===== src/rtl/jk_universal_reg.sv =====
// WIDTH-bit register bank with per-bit JK semantics.
// Modes: load, JK, masked toggle, shift, rotate, count. Also serial out, carry and changed flags.
module jk_universal_reg #(
  parameter int               WIDTH   = 8,
  parameter logic [WIDTH-1:0] RST_VAL = {WIDTH{1'b0}}
) (
  input  logic             clk,
  input  logic             rst,
  input  logic             en,
  input  logic [2:0]       mode,
  input  logic [WIDTH-1:0] d,
  input  logic [WIDTH-1:0] j,
  input  logic [WIDTH-1:0] k,
  input  logic             sin,
  output logic [WIDTH-1:0] q,
  output logic [WIDTH-1:0] q_bar,
  output logic             sout,
  output logic             carry,
  output logic             changed
);

  localparam logic [WIDTH-1:0] ONE = {{(WIDTH-1){1'b0}}, 1'b1};

  logic [WIDTH-1:0] q_reg, q_next, jk_next;
  logic             sout_reg, sout_next;
  logic             carry_reg, carry_next;
  logic             changed_reg, changed_next;

  // Characteristic JK equation: Q+ = J & ~Q | ~K & Q
  for (genvar gi = 0; gi < WIDTH; gi++) begin : g_jk
    assign jk_next[gi] = (j[gi] & ~q_reg[gi]) | (~k[gi] & q_reg[gi]);
  end

  always_comb begin
    q_next    = q_reg;
    sout_next = sout_reg;
    case (mode)
      3'b000: q_next = q_reg;
      3'b001: q_next = d;
      3'b010: q_next = jk_next;
      3'b011: q_next = q_reg ^ k;
      3'b100: begin
        q_next    = {q_reg[WIDTH-2:0], sin};
        sout_next = q_reg[WIDTH-1];
      end
      3'b101: begin
        q_next    = {sin, q_reg[WIDTH-1:1]};
        sout_next = q_reg[0];
      end
      3'b110: begin
        q_next    = {q_reg[WIDTH-2:0], q_reg[WIDTH-1]};
        sout_next = q_reg[WIDTH-1];
      end
      3'b111: q_next = q_reg + ONE;
    endcase
    carry_next   = (mode == 3'b111) && (&q_reg);
    changed_next = (q_next != q_reg);
  end

  // Disabled edges hold q and sout but drop both flags so they remain single-edge pulses.
  always_ff @(posedge clk or posedge rst) begin
    if (rst) begin
      q_reg       <= RST_VAL;
      sout_reg    <= 1'b0;
      carry_reg   <= 1'b0;
      changed_reg <= 1'b0;
    end else if (en) begin
      q_reg       <= q_next;
      sout_reg    <= sout_next;
      carry_reg   <= carry_next;
      changed_reg <= changed_next;
    end else begin
      carry_reg   <= 1'b0;
      changed_reg <= 1'b0;
    end
  end

  assign q       = q_reg;
  assign q_bar   = ~q_reg;
  assign sout    = sout_reg;
  assign carry   = carry_reg;
  assign changed = changed_reg;

endmodule


===== config.mk =====
export PLATFORM = sky130hd
export DESIGN_NAME = jk_universal_reg
export DESIGN_NICKNAME = d
export VERILOG_FILES = /design/src/rtl/jk_universal_reg.sv
export SDC_FILE = /design/constraint.sdc
export NUM_CORES = 1
export LEC_CHECK = 0
export BUFFER_PORTS_ARGS = -buffer_cell sky130_fd_sc_hd__buf_4
export CORE_UTILIZATION = 45
export DETAILED_ROUTE_END_ITERATION = 16
export PLACE_DENSITY = 0.73
export SYNTH_ARGS = -nofsm -noshare
export SYNTH_HDL_FRONTEND = slang
export SYNTH_SLANG_ARGS = --single-unit

===== constraint.sdc =====
create_clock -name clk -period 2.3 [get_ports clk]
set_input_delay 0.115 -clock clk [delete_from_list [all_inputs] [get_ports clk]]
set_output_delay 0.115 -clock clk [all_outputs]
set_load 0.1 [all_outputs]

==> qor_table.md, run 1 <==
| Parameter | This run | Unit |
|---|---|---|
| Least-Margin Pin Slew | 641 | ps |
| Total wirelength of the detailed-routed design | 4760 | um |
| Power dissipated by switching net loads | 0.00103 | W |
| Fraction of final layout cells with drive strength greater than 1 | 0.343 | - |
| Ant diodes | 0 | - |
| Sw Ratio | 0.621 | - |
| Total number of nets in the final design | 269 | - |
| Area of all placed cells without fillers | 1880 | um^2 |
| Fraction of met1 tracks used by global routing | 0.410 | - |
| Nature of the critical path endpoint | flip-flop | - |
| Crit start category | flip-flop | - |
| Cells after synthesis | 195 | - |
| Post-route setup slack | 152 | ps |
| Min Clock Period, post-route | 2150 | ps |
| Met3 Use GR | 0.0491 | - |
| Delay contributed by the slowest stage of the critical path | 540 | ps |
| Seq. cell area | 303 | um^2 |
| Global route hottest layer | met2 | - |
| GRT Util Overall | 0.303 | - |
| H-tree Lvls | 1 | - |
| CP bufs+invs | 0 | - |
| Utilization of the core after routing | 0.657 | - |
| Sequential power share | 0.221 | - |
| Max Clk Rate | 0.466 | GHz |
| Proportion of synthesized chip area in sequential cells | 0.196 | - |
| CTS root buf | clkbuf_4 | - |
| Hold WC Path Type | in -> reg | - |
| Number of filler instances in the final layout | 264 | - |
| Die ar. | 3340 | um^2 |
| Number of cells in the design after placement | 262 | - |
| Most common cell after layout, fill and taps aside | buf_4 | - |
| Max-slew violation count | 0 | - |
| Setup clock skew after layout | 3.06 | ps |
| Simple-gate share of the synthesized area | 0.258 | - |
| Routability Congestion | 0.936 | - |
| Area share of xor/xnor cells in the synthesized design | 0.0188 | - |
| Register bit total from synthesis | 11 | - |
| Internal cell power | 0.000627 | W |
| Via count | 1719 | - |
| Post-layout instance count excluding filler cells | 267 | - |
| Post-synthesis adder-cell area fraction | 0.00893 | - |
| Count of final setup violators | 0 | - |
| Result of the run | finished, violations left | - |
| Ratio of final minimum period to clock period | 0.934 | - |
| Wire length of the first global-routing pass | 7720 | um |
| Post-synth net total | 227 | - |
| Clk_lat worst skew | 270 | ps |
| Clock transition at path regs | 70 | ps |
| Final-layout setup total negative slack | 0 | ps |
| Minimum setup slack after placement | 194 | ps |
| Library cells used by synthesis | 54 | - |
| Leading post-synthesis cells by cell area | dfrtp_1 (20%), a21oi_1 (7.9%), nor2_1 (5.1%), mux2i_1 (4.3%), o21ai_0 (3.9%) | - |
| Max-capacitance violation count | 0 | - |
| GRT overflow | 0 | - |
| Drt initial violations | 86 | - |
| Remaining antenna violation count | 0 | - |
| Die extent in y | 57.8 | um |
| Largest net degree at the start of global routing | 35 | - |
| Required time of the critical path | 2450 | ps |
| Async set-or-reset flop fraction in the synthesized netlist | 1.00 | - |
| Top-area cell type share of the netlist area | 0.196 | - |
| First drt pass iteration count | 10 | - |
| Max reg flops | 8 | - |
| Count of flip-flops with a built-in enable after synthesis | 0 | - |
| Share of cell area taken by muxes after synthesis | 0.0429 | - |
| Met2 track demand over resource | 0.512 | - |
| Starting density of the core | 0.491 | - |
| DPL Wire Length | 3570 | um |
| Areal power density over the cells | 882 | nW/um^2 |
| Max rail drop VDD | 0.750 | mV |
| Area of the mapped netlist | 1400 | um^2 |
| Unrepaired setup endpoints after global routing | no | - |
| Cell area reported after detailed placement | 1840 | um^2 |
| Maximum buffer depth of the clock tree | 2 | - |
| Leakage power summed over all cells | 0.770 | nW |
| FP Rows | 19 | - |
| Count of instances resized after the clock tree is built | 0 | - |
| Family of cells with the greatest summed delay on the critical path | compound AO/OA/AOI/OAI gates | - |
| Number of sinks driven by the clock tree | 11 | - |
| Cell-by-cell listing of the critical path | ha_1 -> mux2i_1 -> a211o_1 -> a32oi_1 -> o21ai_0 -> o41ai_2 -> nand3_1 | - |
| Mapped Avg Cell Area | 7.19 | um^2 |
| Via count of the first global-routing pass | 1530 | - |
| Data arrival time of the critical path | 2290 | ps |
| Total area of multi-input combinational cells | 1020 | um^2 |
| Portion of total power attributed to combinational logic | 0.696 | - |
| Dominant register cell in the synthesized netlist | dfrtp_1 | - |
| Number of antenna violations at the first check in global routing | 0 | - |
| Number of warnings reported in the yosys synthesis log | 0 | - |
| TritonCTS buffer count | 3 | - |
| Compound-gate portion of the synthesized area | 0.369 | - |
| Final hold violation count | 0 | - |
| Part of the total power dissipated in the clock network | 0.083 | - |
| Area added between synthesis and finish | 33.8 | % |
| Tightest slew margin relative to the limit | 0.571 | - |
| Clock tree from TritonCTS | done | - |
| Largest family of logic cells by synthesized area | compound AO/OA/AOI/OAI gates | - |
| Maximum fanout count along the critical path | 10 | - |
| Area inside the core boundary | 2850 | um^2 |
| Number of top-level pins | 50 | - |
| Width of the die | 57.8 | um |
| Category of the most critical setup path | reg -> reg | - |
| Number of buffers inserted by hold repair at cts | 1 | - |
| Number of I/O port buffers | 49 | - |
| Number of setup buffers added after CTS | 0 | - |
| Commonest non-fill, non-tap cells in the layout | buf_4 (52), a21oi_1 (22), nor2_1 (19), nand2_1 (14), o21ai_0 (11) | - |
| Residual DRC | 3 | - |
| Library cell contributing the largest single delay on the critical path | dfrtp_4 | - |
| Largest area contributor in the synthesized netlist | dfrtp_1 | - |
| Detail-routed via count per cell | 6.44 | - |
| Violations in the final reports | DRC | - |
| Detail-routed net length per standard cell | 17.8 | um |
[worst paths after layout]
kind                                   from                end  slack (ps)  cells after the start
max                        q[1]$_DFFE_PP0P_  changed$_DFF_PP0_         150                      7
min                                      en   q[1]$_DFFE_PP0P_         110                      2
max reg2reg                q[1]$_DFFE_PP0P_  changed$_DFF_PP0_         150                      7
min reg2reg                sout$_DFFE_PP0P_   sout$_DFFE_PP0P_         480                      2
max in group asynchronous               rst   q[3]$_DFFE_PP0P_        1560                      3
min in group asynchronous               rst   q[5]$_DFFE_PP0P_         400                      3
[stage by stage]
| step | hold WS, ps | power (W) |
|---|---|---|
| after floorplan | -32.5 | 0.00128 |
| after global placement | 136 | 0.00150 |
| after detailed placement | 147 | 0.00151 |
| after CTS | 105 | 0.00165 |
| after global routing | 115 | 0.00172 |
| final | 112 | 0.00165 |
[power groups by stage]
stage / Sequential, W / Combinational, W / Clock, W
detailed placement: 0.000368 / 0.00114 / 0
global placement: 0.000365 / 0.00113 / 0
global route: 0.000373 / 0.00120 / 0.000147
CTS: 0.000364 / 0.00114 / 0.000137
finish: 0.000365 / 0.00115 / 0.000137
floorplan: 0.000584 / 0.000694 / 0
[synthesized netlist by cell type (4+ instances only)]
master	instances
nor3_1	5
clkbuf_1	4
buf_2	8
inv_1	12
a21oi_1	22
nand3_1	8
o21ai_0	11
nor2_1	19
nand2b_1	7
nand2_1	14
dfrtp_1	11
mux2i_1	6
[cell families after synthesis]
family	Yosys count
and+or+nand+nor	71
xor gates and xnor gates	3
buffers and inverters	30
DFF	11
muxes	6
AOI/OAI and AO/OA	73
adders and majority gates	1
[cell type report]
cell class | count | share of cell area
multi-input cells | 154 | 0.546
repair buffers | 53 | 0.213
flip-flops and latches | 11 | 0.161
inverters | 14 | 0.0440
well taps | 31 | 0.0207
clock buffers | 4 | 0.0140
[routing by layer]
metal	vias to the layer above	part of all wire
met5	-	0
met4	0	0.016
met3	10	0.063
met2	84	0.49
met1	807	0.43
li1	818	-
Power figures use the tool's default switching activity.
==> run 2, diff against run 1 <==
BUFFER_PORTS_ARGS = -buffer_cell sky130_fd_sc_hd__buf_2   (was -buffer_cell sky130_fd_sc_hd__buf_4)
CTS_CLUSTER_DIAMETER = 150   (was not set)
==> run 2 against run 1 <==
The run still ends with DRC left; die area unchanged; non-clock buffer count is 7 higher; register-to-register slack improved by 130 ps; wire length shrank 3.9%; sequential power fell by 3%; via count fell by 0.81%; critical path type unchanged.
==> qor_table.md, run 2 (synthesized netlist as in run 1, its figures left out) <==
| Parameter | This run | Unit | vs previous |
|---|---|---|---|
| Result of the run | finished, violations left | - |  |
| Violations in the final reports | DRC | - |  |
| Detail-routed via count per cell | 6.22 | - | -3.3% |
| Hold WC Path Type | in -> reg | - |  |
| Largest net degree at the start of global routing | 18 | - | -49% |
| Die ar. | 3340 | um^2 | unchanged |
| Clk_lat worst skew | 270 | ps | about the same |
| Part of the total power dissipated in the clock network | 0.082 | - | about the same |
| Die extent in y | 57.8 | um | unchanged |
| Remaining antenna violation count | 0 | - | unchanged |
| Max-capacitance violation count | 0 | - | unchanged |
| Power dissipated by switching net loads | 0.00101 | W | -1.4% |
| Number of filler instances in the final layout | 263 | - | -0.38% |
| Max Clk Rate | 0.496 | GHz | +6.5% |
| Portion of total power attributed to combinational logic | 0.696 | - | about the same |
| H-tree Lvls | 1 | - | unchanged |
| Leakage power summed over all cells | 0.762 | nW | -1.1% |
| Final-layout setup total negative slack | 0 | ps | unchanged |
| Via count | 1705 | - | -0.81% |
| Required time of the critical path | 2440 | ps | about the same |
| Number of top-level pins | 50 | - | unchanged |
| Internal cell power | 0.000581 | W | -7.3% |
| GRT overflow | 0 | - | unchanged |
| Unrepaired setup endpoints after global routing | no | - |  |
| Delay contributed by the slowest stage of the critical path | 470 | ps | -70 ps |
| TritonCTS buffer count | 3 | - | unchanged |
| Library cell contributing the largest single delay on the critical path | dfrtp_4 | - |  |
| Sequential power share | 0.222 | - | about the same |
| Clock tree from TritonCTS | done | - |  |
| Number of setup buffers added after CTS | 0 | - | unchanged |
| Residual DRC | 2 | - | -1 |
| FP Rows | 19 | - | unchanged |
| Max rail drop VDD | 0.685 | mV | -8.6% |
| Max-slew violation count | 0 | - | unchanged |
| Most common cell after layout, fill and taps aside | buf_2 | - |  |
| Nature of the critical path endpoint | flip-flop | - |  |
| Via count of the first global-routing pass | 1571 | - | +2.7% |
| Least-Margin Pin Slew | 490 | ps | -151 ps |
| Total wirelength of the detailed-routed design | 4570 | um | -3.9% |
| CP bufs+invs | 0 | - | unchanged |
| Cell-by-cell listing of the critical path | ha_1 -> mux2i_1 -> a211o_1 -> a32oi_1 -> o21ai_0 -> o41ai_2 -> nand3_1 | - |  |
| Areal power density over the cells | 882 | nW/um^2 | about the same |
| Post-route setup slack | 284 | ps | +132 ps |
| Routability Congestion | 0.928 | - | -0.89% |
| GRT Util Overall | 0.302 | - | -0.00145 |
| Count of final setup violators | 0 | - | unchanged |
| Commonest non-fill, non-tap cells in the layout | buf_2 (49), a21oi_1 (22), nor2_1 (19), nand2_1 (14), o21ai_0 (11) | - |  |
| DPL Wire Length | 3600 | um | +0.78% |
| Sw Ratio | 0.635 | - | +0.0145 |
| Starting density of the core | 0.491 | - | unchanged |
| Count of instances resized after the clock tree is built | 0 | - | unchanged |
| Ratio of final minimum period to clock period | 0.877 | - | -0.0572 |
| CTS root buf | clkbuf_4 | - |  |
| Min Clock Period, post-route | 2020 | ps | -132 ps |
| Category of the most critical setup path | reg -> reg | - |  |
| Family of cells with the greatest summed delay on the critical path | compound AO/OA/AOI/OAI gates | - |  |
| Minimum setup slack after placement | 286 | ps | +92.9 ps |
| Total number of nets in the final design | 276 | - | +2.6% |
| Number of antenna violations at the first check in global routing | 0 | - | unchanged |
| Ant diodes | 0 | - | unchanged |
| First drt pass iteration count | 12 | - | +2 |
| Maximum buffer depth of the clock tree | 2 | - | unchanged |
| Number of I/O port buffers | 49 | - | unchanged |
| Fraction of final layout cells with drive strength greater than 1 | 0.362 | - | +0.0189 |
| Detail-routed net length per standard cell | 16.7 | um | -6.3% |
| Tightest slew margin relative to the limit | 0.675 | - | +0.104 |
| Drt initial violations | 105 | - | +22% |
| Data arrival time of the critical path | 2160 | ps | -130 ps |
| Area of all placed cells without fillers | 1810 | um^2 | -3.7% |
| Cell area reported after detailed placement | 1770 | um^2 | -3.8% |
| Area inside the core boundary | 2850 | um^2 | unchanged |
| Wire length of the first global-routing pass | 7870 | um | +2.0% |
| Setup clock skew after layout | 1.21 | ps | -1.85 ps |
| Area added between synthesis and finish | 28.8 | % |  |
| Final hold violation count | 0 | - | unchanged |
| Clock transition at path regs | 70 | ps | about the same |
| Maximum fanout count along the critical path | 2 | - | -8 |
| Max reg flops | 8 | - | unchanged |
| Crit start category | flip-flop | - |  |
| Width of the die | 57.8 | um | unchanged |
| Number of sinks driven by the clock tree | 11 | - | unchanged |
==> run 2: power by group through the flow <==
stage                     Sequential [W]  Clock (W)  Combinational (W)
after detailed placement        0.000357          0            0.00110
after CTS                       0.000353   0.000136            0.00111
after global routing            0.000364   0.000142            0.00117
after global placement          0.000355          0            0.00110
after floorplan                 0.000584          0           0.000694
final                           0.000354   0.000131            0.00111
==> run 2: layer usage <==
metal	routed length (um)	track usage	vias to the layer above	part of all wire
met5	0	0	-	0
met4	48	0.0476	0	0.011
li1	-	-	828	-
met1	2000	0.407	794	0.44
met2	2230	0.511	76	0.49
met3	288	0.0580	7	0.063
==> run 2: worst paths after layout <==
kind	from	cells after the start	slack, ps	endpoint
worst max-delay path	q[0]$_DFFE_PP0P_	7	280	changed$_DFF_PP0_
worst min-delay path	en	2	170	q[1]$_DFFE_PP0P_
worst max register to register	q[0]$_DFFE_PP0P_	7	280	changed$_DFF_PP0_
worst min register to register	sout$_DFFE_PP0P_	2	480	sout$_DFFE_PP0P_
max in group asynchronous	rst	3	1590	q[4]$_DFFE_PP0P_
min in group asynchronous	rst	3	380	q[5]$_DFFE_PP0P_
==> run 2: layout make-up <==
type / instances / area (um^2) / area share
clock buffer: 4 / 26.3 / 0.0146
inverter: 14 / 82.6 / 0.0457
timing repair buffer: 60 / 330 / 0.183
tap: 31 / 38.8 / 0.0215
sequential: 11 / 303 / 0.168
multi-input combinational: 154 / 1020 / 0.568
==> run 2: timing repair <==
action	in CTS	in global routing
hold endpoints to repair	11	0
hold buffers	1	0
endpoints found under the setup margin	0	0
==> run 2: per-stage QoR <==
step,cells,power (W),utilization,hold slack [ps]
3_5_place_dp,269,0.00146,0.620,134
2_1_floorplan,195,0.00128,-,-32.5
6_report,274,0.00159,0.633,169
4_1_cts,274,0.00159,0.633,165
3_3_place_gp,269,0.00145,0.620,124
5_1_grt,274,0.00168,0.633,198
==> run 3, diff against run 2 <==
CTS_CLUSTER_DIAMETER = not set   (was 150)
PLACE_DENSITY = 0.76   (was 0.73)
RECOVER_POWER = 100   (was not set)
clock period = 1.7 ns   (was 2.3 ns; I/O delays follow)
==> run 3 against run 2 <==
The flow finishes with violations (DRC, setup timing); critical path depth is 1 lower; global-route usage is 3.7 points higher; sequential power is 19% higher; final cell count is 16% higher; first-iteration DRC count is 58% higher; critical endpoint unchanged; largest power group unchanged.
==> qor_table.md, run 3 (synthesized netlist as in run 1, its figures left out) <==
| Parameter | This run | Unit | vs previous |
|---|---|---|---|
| Result of the run | finished, violations left | - |  |
| Violations in the final reports | DRC, setup timing | - |  |
| First drt pass iteration count | 10 | - | -2 |
| Delay contributed by the slowest stage of the critical path | 520 | ps | +50 ps |
| Commonest non-fill, non-tap cells in the layout | buf_4 (43), buf_2 (34), a21oi_1 (20), nor2_1 (19), clkbuf_2 (16) | - |  |
| Area inside the core boundary | 2850 | um^2 | unchanged |
| TritonCTS buffer count | 3 | - | unchanged |
| Total power after layout | 0.00245 | W | +54% |
| Minimum setup slack after placement | -326 | ps | -612 ps |
| Routability Congestion | 0.979 | - | +5.5% |
| Width of the die | 57.8 | um | unchanged |
| Cell-by-cell listing of the critical path | or3b_1 -> a41oi_2 -> a2111oi_4 -> a22o_1 -> o41ai_2 -> nand3_1 | - |  |
| Number of I/O port buffers | 49 | - | unchanged |
| Final-layout setup total negative slack | -292 | ps | -292 ps |
| Largest net degree at the start of global routing | 12 | - | -6 |
| Wire length of the first global-routing pass | 8630 | um | +9.6% |
| Total number of nets in the final design | 319 | - | +16% |
| Residual DRC | 2 | - | unchanged |
| Ratio of final minimum period to clock period | 1.17 | - | +0.295 |
| Detail-routed net length per standard cell | 16.8 | um | +0.41% |
| Count of final setup violators | 1 | - | +1 |
| H-tree Lvls | 1 | - | unchanged |
| GRT Util Overall | 0.339 | - | +0.0372 |
| Final hold violation count | 0 | - | unchanged |
| Number of top-level pins | 50 | - | unchanged |
| CTS root buf | clkbuf_4 | - |  |
| Via count | 1934 | - | +13% |
| Category of the most critical setup path | reg -> reg | - |  |
| Fraction of final layout cells with drive strength greater than 1 | 0.479 | - | +0.117 |
| Clk_lat worst skew | 280 | ps | about the same |
| Hold WC Path Type | in -> reg | - |  |
| Max rail drop VDD | 1.03 | mV | +51% |
| Leakage power summed over all cells | 0.975 | nW | +28% |
| Remaining antenna violation count | 0 | - | unchanged |
| Max reg flops | 8 | - | unchanged |
| Max-capacitance violation count | 0 | - | unchanged |
| Data arrival time of the critical path | 2140 | ps | -20 ps |
| Clock tree from TritonCTS | done | - |  |
| GRT overflow | 0 | - | unchanged |
| Nature of the critical path endpoint | flip-flop | - |  |
| Via count of the first global-routing pass | 1887 | - | +20% |
| Total wirelength of the detailed-routed design | 5310 | um | +16% |
| Maximum fanout count along the critical path | 5 | - | +3 |
| Maximum buffer depth of the clock tree | 2 | - | unchanged |
| Drt initial violations | 166 | - | +58% |
| Number of antenna violations at the first check in global routing | 0 | - | unchanged |
| DPL Wire Length | 4140 | um | +15% |
| Post-route setup slack | -292 | ps | -576 ps |
| Tightest slew margin relative to the limit | 0.601 | - | -0.0744 |
| Max-slew violation count | 0 | - | unchanged |
| Clock transition at path regs | 70 | ps | about the same |
| Detail-routed via count per cell | 6.10 | - | -2.0% |
| Die ar. | 3340 | um^2 | unchanged |
| Starting density of the core | 0.491 | - | unchanged |
| Required time of the critical path | 1850 | ps | -590 ps |
| Unrepaired setup endpoints after global routing | yes | - |  |
| Ant diodes | 0 | - | unchanged |
| Area added between synthesis and finish | 56.0 | % |  |
| Number of sinks driven by the clock tree | 11 | - | unchanged |
| Die extent in y | 57.8 | um | unchanged |
| Utilization of the core after routing | 0.766 | - | +0.133 |
| Most common cell after layout, fill and taps aside | buf_4 | - |  |
| Crit start category | flip-flop | - |  |
| Min Clock Period, post-route | 1990 | ps | -24.1 ps |
| Number of filler instances in the final layout | 228 | - | -13% |
| Max Clk Rate | 0.502 | GHz | +1.2% |
| Least-Margin Pin Slew | 596 | ps | +106 ps |
| Library cell contributing the largest single delay on the critical path | dfrtp_4 | - |  |
| Areal power density over the cells | 1120 | nW/um^2 | +27% |
| Setup clock skew after layout | 2.59 | ps | +1.38 ps |
| FP Rows | 19 | - | unchanged |
-- run 3: cell types whose count changed in the layout (fill, tap and decap cells not counted), sizes merged --
cell,change
clkbuf,+23
buf,+20
-- run 3: layer usage --
metal,up-vias,track usage,share of wire
li1,914,-,-
met1,902,0.419,0.42
met2,96,0.586,0.49
met3,22,0.0513,0.056
met4,0,0.143,0.032
met5,-,0,0
-- run 3: where the power goes --
group          switching [W]  total [W]  leakage (nW)  internal [W]
combinational        0.00130    0.00184         0.838      0.000543
clock              0.0000972   0.000188        0.0150     0.0000911
sequential         0.0000765   0.000421         0.122      0.000344
total                0.00147    0.00245         0.975      0.000978
-- run 3: final timing paths --
path                            slack, ps              from                end  cells after the start
worst max-delay path                 -290  q[2]$_DFFE_PP0P_  changed$_DFF_PP0_                      6
worst min-delay path                  150                en   q[1]$_DFFE_PP0P_                      2
worst max register to register       -290  q[2]$_DFFE_PP0P_  changed$_DFF_PP0_                      6
worst min register to register        550  sout$_DFFE_PP0P_   sout$_DFFE_PP0P_                      2
max in group asynchronous             960               rst   q[4]$_DFFE_PP0P_                      3
min in group asynchronous             390               rst    carry$_DFF_PP0_                      3
-- run 3: repair_timing --
item,4_1_cts,5_1_grt
pin swaps,4,4
hold buffers,1,0
resized for setup,3,6
gates cloned,0,0
buffers inserted,2,0
hold endpoints to repair,11,0
setup endpoints to repair,3,7
-- run 3: critical path, delay by kind of cell, from the launching register on --
family / cells / cell delay [ps]
AO/OA/AOI/OAI: 4 / 860
flip-flops: 1 / 520
AND/OR/NAND/NOR: 2 / 480
-- run 3: layout make-up --
class | instances | area, um^2 | area share
Inverter | 14 | 82.6 | 0.0378
Clock buffer | 4 | 26.3 | 0.0120
Tap cell | 31 | 38.8 | 0.0177
Sequential cell | 11 | 305 | 0.140
Multi-Input combinational cell | 154 | 1070 | 0.491
Timing Repair Buffer | 103 | 659 | 0.302
-- run 3: metrics by stage --
step | std cells | hold WS [ps] | instance area [um^2]
after detailed placement | 310 | 119 | 2100
after CTS | 317 | 141 | 2180
final | 317 | 154 | 2190
after global routing | 317 | 149 | 2190
after global placement | 310 | 108 | 2100
after floorplan | 195 | -62.4 | 1550
